[config.mk]
export PLATFORM = sky130hd
export DESIGN_NAME = rps_match_ctrl_flat
export DESIGN_NICKNAME = d
export VERILOG_FILES = /design/src/rtl/rps_pkg.sv /design/src/rtl/rps_match_ctrl_if.sv /design/src/rtl/rps_choice_latch.sv /design/src/rtl/rps_match_ctrl.sv /design/src/flat_wrapper.sv
export SDC_FILE = /design/constraint.sdc
export NUM_CORES = 1
export LEC_CHECK = 0
export ABC_AREA = 1
export CORE_MARGIN = 2
export CORE_UTILIZATION = 53
export DETAILED_ROUTE_END_ITERATION = 7
export PLACE_DENSITY = 0.82
export SLEW_MARGIN = 20
export SYNTH_ARGS = -nofsm -noshare
export SYNTH_HDL_FRONTEND = slang
export SYNTH_SLANG_ARGS = --single-unit
[constraint.sdc]
create_clock -name clk -period 2.9 [get_ports clk]
set_input_delay 0.435 -clock clk [delete_from_list [all_inputs] [get_ports clk]]
set_output_delay 0.435 -clock clk [all_outputs]
set_load 0.01 [all_outputs]
[src/rtl/rps_pkg.sv]
// rps_pkg: shared states, result codes, choice encodings and judging helpers
package rps_pkg;
  typedef enum logic [2:0] {S_IDLE, S_ARM, S_JUDGE, S_SHOW, S_OVER} state_t;
  localparam logic [1:0] RES_DRAW = 2'b00;
  localparam logic [1:0] RES_A = 2'b01;
  localparam logic [1:0] RES_B = 2'b10;
  localparam logic [2:0] ROCK = 3'b100;
  localparam logic [2:0] SCISSORS = 3'b010;
  localparam logic [2:0] PAPER = 3'b001;
  function automatic logic [1:0] onehot_to_idx(input logic [2:0] c);
    return c[2] ? 2'd0 : c[1] ? 2'd1 : 2'd2;
  endfunction
  function automatic logic beats(input logic [1:0] ia, input logic [1:0] ib);
    return (ia == 2'd0 && ib == 2'd1) || (ia == 2'd1 && ib == 2'd2) || (ia == 2'd2 && ib == 2'd0);
  endfunction
endpackage

[src/rtl/rps_match_ctrl_if.sv]
// rps_match_ctrl_if: button pulses in, round/score/status display signals out
interface rps_match_ctrl_if #(parameter int SCORE_W = 4);
  logic ready;
  logic start;
  logic new_game;
  logic [2:0] btn_a;
  logic [2:0] btn_b;
  logic [2:0] choice_a;
  logic [2:0] choice_b;
  logic [3:0] key;
  logic armed;
  logic res_valid;
  logic [1:0] res_code;
  logic [SCORE_W-1:0] score_a;
  logic [SCORE_W-1:0] score_b;
  logic game_over;
  logic [1:0] winner;
  modport master (
    output ready, start, new_game, btn_a, btn_b,
    input choice_a, choice_b, key, armed, res_valid, res_code, score_a, score_b, game_over, winner
  );
  modport slave (
    input ready, start, new_game, btn_a, btn_b,
    output choice_a, choice_b, key, armed, res_valid, res_code, score_a, score_b, game_over, winner
  );
endinterface

[src/rtl/rps_choice_latch.sv]
// rps_choice_latch: locks a player's first press, rock > scissors > paper on ties
module rps_choice_latch
  import rps_pkg::*;
(
  input  logic       clk,
  input  logic       rst,
  input  logic       clr,
  input  logic       en,
  input  logic [2:0] btn,
  output logic [2:0] choice,
  output logic       locked
);
  assign locked = |choice;
  // capture only the first press of a round; clr wins over a same-cycle press
  always_ff @(posedge clk or negedge rst)
    if (!rst) choice <= '0;
    else if (clr) choice <= '0;
    else if (en && !locked && |btn) choice <= btn[2] ? ROCK : btn[1] ? SCISSORS : PAPER;
endmodule

[src/rtl/rps_match_ctrl.sv]
// rps_match_ctrl: round FSM, choice timeout, judging and first-to-target scoring
module rps_match_ctrl
  import rps_pkg::*;
#(
  parameter int WIN_SCORE   = 3,
  parameter int SCORE_W     = 4,
  parameter int TIMEOUT_CYC = 0,
  parameter int TO_W        = 32
) (
  input logic clk,
  input logic rst,
  rps_match_ctrl_if.slave bus
);
  localparam logic [SCORE_W-1:0] WIN = SCORE_W'(WIN_SCORE);
  localparam logic [TO_W-1:0] TO_LAST = TO_W'(TIMEOUT_CYC > 0 ? TIMEOUT_CYC - 1 : 0);
  state_t state, state_nx;
  logic [2:0] ca, cb;
  logic la, lb;
  logic [1:0] ia, ib;
  logic [TO_W-1:0] cnt;
  logic [SCORE_W-1:0] sa, sb, sa_nx, sb_nx;
  logic [1:0] res_q, judged;
  logic arm_go, timeout, clr;
  assign arm_go = (state == S_IDLE || state == S_SHOW) && bus.ready;
  assign timeout = (TIMEOUT_CYC > 0) && cnt == TO_LAST;
  assign clr = bus.new_game || arm_go;
  assign ia = onehot_to_idx(ca);
  assign ib = onehot_to_idx(cb);
  rps_choice_latch u_lat_a (.clk(clk), .rst(rst), .clr(clr), .en(state == S_ARM), .btn(bus.btn_a), .choice(ca), .locked(la));
  rps_choice_latch u_lat_b (.clk(clk), .rst(rst), .clr(clr), .en(state == S_ARM), .btn(bus.btn_b), .choice(cb), .locked(lb));
  // a missing player forfeits; nobody locked is a draw
  always_comb begin
    judged = RES_DRAW;
    if (la && lb) judged = (ia == ib) ? RES_DRAW : beats(ia, ib) ? RES_A : RES_B;
    else if (la) judged = RES_A;
    else if (lb) judged = RES_B;
  end
  assign sa_nx = (judged == RES_A && sa != WIN) ? sa + SCORE_W'(1) : sa;
  assign sb_nx = (judged == RES_B && sb != WIN) ? sb + SCORE_W'(1) : sb;
  // state register
  always_ff @(posedge clk or negedge rst)
    if (!rst) state <= S_IDLE;
    else state <= state_nx;
  // next state; new_game overrides everything including a judgement in flight
  always_comb begin
    state_nx = state;
    case (state)
      S_IDLE, S_SHOW: state_nx = bus.ready ? S_ARM : state;
      S_ARM: state_nx = ((bus.start && la && lb) || timeout) ? S_JUDGE : S_ARM;
      S_JUDGE: state_nx = (sa_nx == WIN || sb_nx == WIN) ? S_OVER : S_SHOW;
      S_OVER: state_nx = S_OVER;
      default: state_nx = S_IDLE;
    endcase
    if (bus.new_game) state_nx = S_IDLE;
  end
  // timeout counter, held result and scores
  always_ff @(posedge clk or negedge rst)
    if (!rst) begin
      cnt <= '0;
      sa <= '0;
      sb <= '0;
      res_q <= RES_DRAW;
    end else if (bus.new_game) begin
      cnt <= '0;
      sa <= '0;
      sb <= '0;
      res_q <= RES_DRAW;
    end else begin
      cnt <= arm_go ? '0 : (state == S_ARM) ? cnt + TO_W'(1) : cnt;
      if (arm_go) res_q <= RES_DRAW;
      if (state == S_JUDGE) begin
        res_q <= judged;
        sa <= sa_nx;
        sb <= sb_nx;
      end
    end
  assign bus.choice_a = ca;
  assign bus.choice_b = cb;
  assign bus.key = (la && lb) ? {2'b00, ia} * 4'd3 + {2'b00, ib} + 4'd1 : 4'd0;
  assign bus.armed = state == S_ARM;
  assign bus.res_valid = state == S_JUDGE;
  assign bus.res_code = (state == S_JUDGE) ? judged : res_q;
  assign bus.score_a = sa;
  assign bus.score_b = sb;
  assign bus.game_over = state == S_OVER;
  assign bus.winner = (state != S_OVER) ? RES_DRAW : (sa == WIN) ? RES_A : RES_B;
endmodule

[src/flat_wrapper.sv]
// flat-port wrapper written by rule: the top's interface ports become plain ports
module rps_match_ctrl_flat import rps_pkg::*;
#(
  parameter int WIN_SCORE   = 3,
  parameter int SCORE_W     = 4,
  parameter int TIMEOUT_CYC = 0,
  parameter int TO_W        = 32
)
  (clk, rst, bus_ready, bus_start, bus_new_game, bus_btn_a, bus_btn_b, bus_choice_a, bus_choice_b, bus_key, bus_armed, bus_res_valid, bus_res_code, bus_score_a, bus_score_b, bus_game_over, bus_winner);
  rps_match_ctrl_if #(.SCORE_W(SCORE_W)) bus_i ();
  input logic clk;
  input logic rst;
  input wire logic [$bits(bus_i.ready)-1:0] bus_ready;
  input wire logic [$bits(bus_i.start)-1:0] bus_start;
  input wire logic [$bits(bus_i.new_game)-1:0] bus_new_game;
  input wire logic [$bits(bus_i.btn_a)-1:0] bus_btn_a;
  input wire logic [$bits(bus_i.btn_b)-1:0] bus_btn_b;
  output wire logic [$bits(bus_i.choice_a)-1:0] bus_choice_a;
  output wire logic [$bits(bus_i.choice_b)-1:0] bus_choice_b;
  output wire logic [$bits(bus_i.key)-1:0] bus_key;
  output wire logic [$bits(bus_i.armed)-1:0] bus_armed;
  output wire logic [$bits(bus_i.res_valid)-1:0] bus_res_valid;
  output wire logic [$bits(bus_i.res_code)-1:0] bus_res_code;
  output wire logic [$bits(bus_i.score_a)-1:0] bus_score_a;
  output wire logic [$bits(bus_i.score_b)-1:0] bus_score_b;
  output wire logic [$bits(bus_i.game_over)-1:0] bus_game_over;
  output wire logic [$bits(bus_i.winner)-1:0] bus_winner;
  assign bus_i.ready = bus_ready;
  assign bus_i.start = bus_start;
  assign bus_i.new_game = bus_new_game;
  assign bus_i.btn_a = bus_btn_a;
  assign bus_i.btn_b = bus_btn_b;
  assign bus_choice_a = bus_i.choice_a;
  assign bus_choice_b = bus_i.choice_b;
  assign bus_key = bus_i.key;
  assign bus_armed = bus_i.armed;
  assign bus_res_valid = bus_i.res_valid;
  assign bus_res_code = bus_i.res_code;
  assign bus_score_a = bus_i.score_a;
  assign bus_score_b = bus_i.score_b;
  assign bus_game_over = bus_i.game_over;
  assign bus_winner = bus_i.winner;
  rps_match_ctrl #(.WIN_SCORE(WIN_SCORE), .SCORE_W(SCORE_W), .TIMEOUT_CYC(TIMEOUT_CYC), .TO_W(TO_W)) u_core (.clk(clk), .rst(rst), .bus(bus_i));
endmodule
==> results of run 1 <==
per-layer routing:
| layer | vias to the layer above | global-route usage, % | wire [µm] |
|---|---|---|---|
| met5 | - | 0 | 0 |
| met4 | 0 | 7.48 | 29 |
| met3 | 4 | 2.56 | 179 |
| met2 | 55 | 40.2 | 1740 |
| met1 | 683 | 30.9 | 1640 |
| li1 | 746 | - | - |
power groups by stage:
stage / logic (mW) / clock network (mW) / registers [mW]
floorplan: 0.0727 / 0 / 0.279
global placement: 0.115 / 0 / 0.278
detailed placement: 0.120 / 0 / 0.279
CTS: 0.121 / 0.141 / 0.274
global route: 0.136 / 0.152 / 0.275
finish: 0.121 / 0.138 / 0.274
cells in the mapped netlist:
cell / instances
nor2_2: 1
nand3_2: 3
a221oi_1: 1
dfrtp_1: 19
clkinv_1: 1
o22ai_1: 4
nand3_1: 14
a21oi_1: 11
inv_1: 30
nor2_1: 22
nand3b_1: 2
xor2_1: 3
ha_1: 6
nand2_4: 3
nand4_1: 9
o21ai_0: 7
xnor2_1: 1
clkbuf_1: 1
nand3_4: 1
nand2_2: 5
fa_1: 1
nor3_1: 4
inv_2: 4
nand2_1: 48
nor2_4: 2
a21oi_2: 1
flip-flops by register name, summed over array words and instances (netlist names):
register	flops
u_core.res_q	2
u_core.bus.score_a	4
u_core.bus.score_b	4
u_core.u_lat_b.choice	3
u_core.u_lat_a.choice	3
u_core.state	3
final cells by class:
type	count	share of cell area, %
multi-input cells	149	44.2
flip-flops and latches	19	25.2
repair buffers	38	20.3
inverters	35	6.95
well taps	30	1.99
clock buffers	4	1.39
placed cells by master, fill, tap and decap left out, types with 2 or more instances in the layout:
master,count
a21oi_1,11
buf_4,3
clkbuf_4,3
clkdlybuf4s50_1,31
dfrtp_1,18
dlymetal6s2s_1,4
ha_1,6
inv_1,30
inv_2,4
nand2_1,48
nand2_2,5
nand2_4,3
nand3_1,14
nand3_2,3
nand3b_1,2
nand4_1,9
nor2_1,21
nor2_4,3
nor3_1,4
o21ai_0,7
o22ai_1,4
xor2_1,3
worst paths after layout:
path / startpoint / to / depth (start not counted)
hold reg to reg: u_core.res_q[1] / u_core.res_q[1] / 2
max in group asynchronous: rst / u_core.u_lat_b.choice[2] / 1
min in group asynchronous: rst / u_core.bus.score_a[2] / 1
setup / recovery: u_core.u_lat_b.choice[2] / bus_key[3] / 6
hold / removal: u_core.res_q[1] / u_core.res_q[1] / 2
setup reg to reg: u_core.u_lat_b.choice[1] / u_core.state[1] / 16
worst reg2reg max path, cell delays in order, from the launching register on:
cell	delay [ns]
dfrtp_1	0.44
inv_1	0.13
nor2_4	0.14
inv_1	0.06
ha_1	0.29
nand3_2	0.09
nand2_1	0.06
nand2_2	0.11
nand2_1	0.10
nand2_1	0.07
nand2_1	0.07
nor2_1	0.10
nand2_1	0.08
nand3_1	0.09
nand2_1	0.06
nand2_1	0.07
nand2_1	0.06
cells by family (layout without fill, tap and decap cells):
group                      after synthesis  count (layout)  share of synthesized area (%)
adders and majority gates                7               7                           6.61
and+or+nand+nor                        114             114                           39.3
AOI/OAI and AO/OA                       24              24                           9.22
buffers and inverters                   36              77                           9.39
DFF                                     19              19                           33.0
xor gates and xnor gates                 4               4                           2.44
timing repair:
item	4_1_cts	5_1_grt
buffers inserted	1	1
setup endpoints to repair	4	4
gates resized for setup	2	5
==> results.toml, run 1 <==
[layout]
fin_util_pct = 75.0
num_antenna_cells = 0
instances_no_fill = 275
multiInputGateArea_um2 = 836
ff_latch_area_um2 = 477
nets = 264
fillers = 212
drive_above_1_share_pct = 11.4
area_growth_pct = 31.4
fin_area_mm2 = 0.00189

[routing]
vias = 1488
routed_wl_mm = 3.60
ant_nets = 0
drc = 0
post_drt_wl_per_cell_um = 13.1
drt-vias-per-instance = 5.41
firstDrtPassIters = 4
drt_iter0_markers = 84

[die]
initial_core_util_pct = 57.0
core_mm2 = 0.00252
die_area_mm2 = 0.00315
die_w_um = 56.1
die_h_um = 56.1
placementRows = 18
num_io_pins = 36

[clock_tree]
path_clk_slew_ns = 0.11
holdBufCountCts = 0
clockBufferDepth = 2
clkLatencyLatePin_ns = 0.30
cts_root_buf = "clkbuf_4"
cts-htree-levels = 1
numClockSinks = 19
cts_buffers = 3
cts_tree = "yes"

[global_routing]
grt.overflow.total = 0
antenna_found_initial = 0
grt_pass1_wl_mm = 6.08
grtUsageTotal_pct = 23.5
grt_pass1_vias = 1412
grt_start_max_net_pins = 20

[placed_design]
place_ws_ns = 0.226
place_inst = 269
hpwl_mm = 2.79
gp_congestion = 0.871
port_buffers = 35
place_area_mm2 = 0.00183

[timing]
skew_ns = 0.00341
fin_crit_sh_pct = 93.6
setup_ws_ns = 0.186
final_max_slew_viol_count = 0
hold_viol_final = 0
rsz0062_at_grt = "no"
worst_slew_pin_slew_ns = 0.877
timing.setup.tns_ns = 0
fin_crit_ns = 2.71
whs_ns = 0.540
fmax_ghz = 0.368
slew_headroom_pct = 41.3
final-setup-viol-count = 0

[worst_setup_path]
arrival_ns = 2.28
path_class = "register to output pin"
path_cells = "nor2_4, ha_1, ha_1, nand3_1, a21oi_1, clkdlybuf4s50_1"
worst-path-buf-inv = 1
reg2reg_slack_ns = 0.77
end_kind = "output pin"
cpMostUsedCell = "ha_1"
critPathTopFamily = "adder cells"
start_kind = "register"
crit_path_top_delay_cell = "clkdlybuf4s50_1"
required_ns = 2.47
slowest_delay_ns = 0.55
cp_max_fo = 5

[synthesis]
synth_top_area_share_pct = 33.0
yosys_warnings = 0
ys_types = 26
synth_area_leaders = "dfrtp_1, nand2_1, inv_1"
synth-seq-cells = 19
synth_area_mm2 = 0.00144
seq_area_frac_synth_pct = 33.0
syn_avg_cell_area_um2 = 7.05
syn_inst = 204
yosys.area.top_type = "dfrtp_1"
synth_nets = 222

[pwr]
switching_share_pct = 30.4
p_leak_nw = 0.981
p_comb_share_pct = 22.8
power_density_mw_per_mm2 = 282
pwr-share-clk_pct = 25.9
power_frac_seq_pct = 51.4
power_uw = 533
p_int_uw = 371
power.switching_uw = 162
peakVddDrop_v = 0.000250

[job]
maxCapViolCount = 0

[run_status]
outcome = "completed"

[hold_path]
hp-class = "register to register"
No activity file was read; power rests on OpenSTA's default activity.
==> run 2, diff against run 1 <==
- SKIP_CTS_REPAIR_TIMING: unset -> 1
==> results.toml, run 2 (synthesis gave the netlist of run 1 again) <==
[run_status]
outcome = "completed"

[timing]
skew_ns = 0.000682
fin_crit_ns = 2.68
final-setup-viol-count = 0
fin_crit_sh_pct = 92.4
slew_headroom_pct = 40.4
final_max_slew_viol_count = 0
worst_slew_pin_slew_ns = 0.891
rsz0062_at_grt = "no"
hold_viol_final = 0
setup_ws_ns = 0.221
fmax_ghz = 0.373
whs_ns = 0.540

[routing]
drt_iter0_markers = 82
vias = 1466
routed_wl_mm = 3.51
ant_nets = 0
drt-met1-wl_mm = 1.60
post_drt_wl_per_cell_um = 12.8
drc = 0
top_layer_used = "met4"
met2WireLength_mm = 1.72
drt-vias-per-instance = 5.35
firstDrtPassIters = 4
wl_met3_um = 159

[die]
placementRows = 18
die_h_um = 56.1
die_w_um = 56.1
initial_core_util_pct = 57.0
die_area_mm2 = 0.00315
core_mm2 = 0.00252
num_io_pins = 36

[clock_tree]
clockBufferDepth = 2
path_clk_slew_ns = 0.11
cts_tree = "yes"
cts_buffers = 3
numClockSinks = 19
clkLatencyLatePin_ns = 0.29
cts_root_buf = "clkbuf_4"
cts-htree-levels = 1

[worst_setup_path]
path_class = "register to output pin"
arrival_ns = 2.24
slowest_delay_ns = 0.55
cp_max_fo = 4
start_kind = "register"
worst_r2r_endpoint = "u_core.state[1]"
crit_path_top_delay_cell = "clkdlybuf4s50_1"
timing.rr.start = "u_core.u_lat_b.choice[1]"
required_ns = 2.47
reg2reg_slack_ns = 0.82
path_cells = "nor2_4, ha_1, ha_1, nand3_1, a21oi_1, clkdlybuf4s50_1"
r2r_cells = 16
cpMostUsedCell = "ha_1"
end_kind = "output pin"

[layout]
fin_util_pct = 74.7
fillers = 210
final_cell_mix = "nand2_1, clkdlybuf4s50_1, inv_1"
multiInputGateArea_um2 = 836
nets = 263
ff_latch_area_um2 = 478
final_common_cell = "nand2_1"
area_growth_pct = 31.0
drive_above_1_share_pct = 11.5
num_antenna_cells = 0

[placed_design]
hpwl_mm = 2.79
place_ws_ns = 0.226
gp_congestion = 0.871
port_buffers = 35

[hold_path]
whs_path_depth = 2
hp-class = "register to register"
hp-start = "u_core.res_q[1]"
holdPathEnd = "u_core.res_q[1]"

[global_routing]
grt_pass1_wl_mm = 6.06
antenna_found_initial = 0
grtUsageTotal_pct = 23.3
grt_start_max_net_pins = 20
grt_pass1_vias = 1421
grt.overflow.total = 0

[pwr]
peakVddDrop_v = 0.000250
p_leak_nw = 0.974
power_density_mw_per_mm2 = 282

[job]
maxCapViolCount = 0
[run 2: changes by cell type in the layout (fill, tap and decap cells not counted), sizes merged]
cell,change
buf,-1
[run 2: cell type report]
cell class                 count  share of cell area, %
clock buffer                   4                   1.39
inverter                      35                   6.97
multi-input combinational    149                   44.4
sequential                    19                   25.4
tap                           30                   1.99
timing repair buffer          37                   19.9
[run 2: where the power goes]
part | leakage (nW) | internal (mW) | total, mW | switching (mW)
logic | 0.698 | 0.0491 | 0.121 | 0.0721
clock network | 0.0150 | 0.0535 | 0.136 | 0.0821
registers | 0.260 | 0.269 | 0.274 | 0.00494
[run 2: worst max-delay path, delay by kind of cell (launching register included)]
kind,cells,cell delay [ns]
flops,1,0.47
fa+ha+maj,2,0.57
buf+inv,1,0.55
compound gates,1,0.15
simple gates,2,0.20
[run 2: per-layer routing]
layer  vias to the layer above  GRT usage (%)
li1                        743              -
met1                       672           30.5
met2                        47           39.3
met3                         4           3.02
met4                         0           8.50
met5                         -              0
[run 2: worst max path at each step]
stage / startpoint / to / cells after the start / slack [ns]
6_report: u_core.u_lat_b.choice[2] / bus_key[3] / 6 / 0.22
5_1_grt: u_core.u_lat_a.choice[2] / bus_key[3] / 6 / 0.11
4_1_cts: u_core.u_lat_b.choice[1] / bus_res_code[1] / 10 / -0.13
3_5_place_dp: u_core.u_lat_b.choice[1] / bus_res_code[1] / 10 / 0.23
3_3_place_gp: u_core.u_lat_b.choice[1] / bus_res_code[1] / 10 / 0.32
2_1_floorplan: u_core.u_lat_b.choice[1] / bus_res_code[1] / 9 / 0.76
[run 2: stage by stage]
step	area [µm²]	power, mW	TNS [ns]	instances
floorplan	1440	0.352	0	204
global placement	1830	0.393	0	269
detailed placement	1830	0.398	0	269
CTS	1860	0.534	-0.365	273
global route	1880	0.561	0	274
finish	1880	0.531	0	274
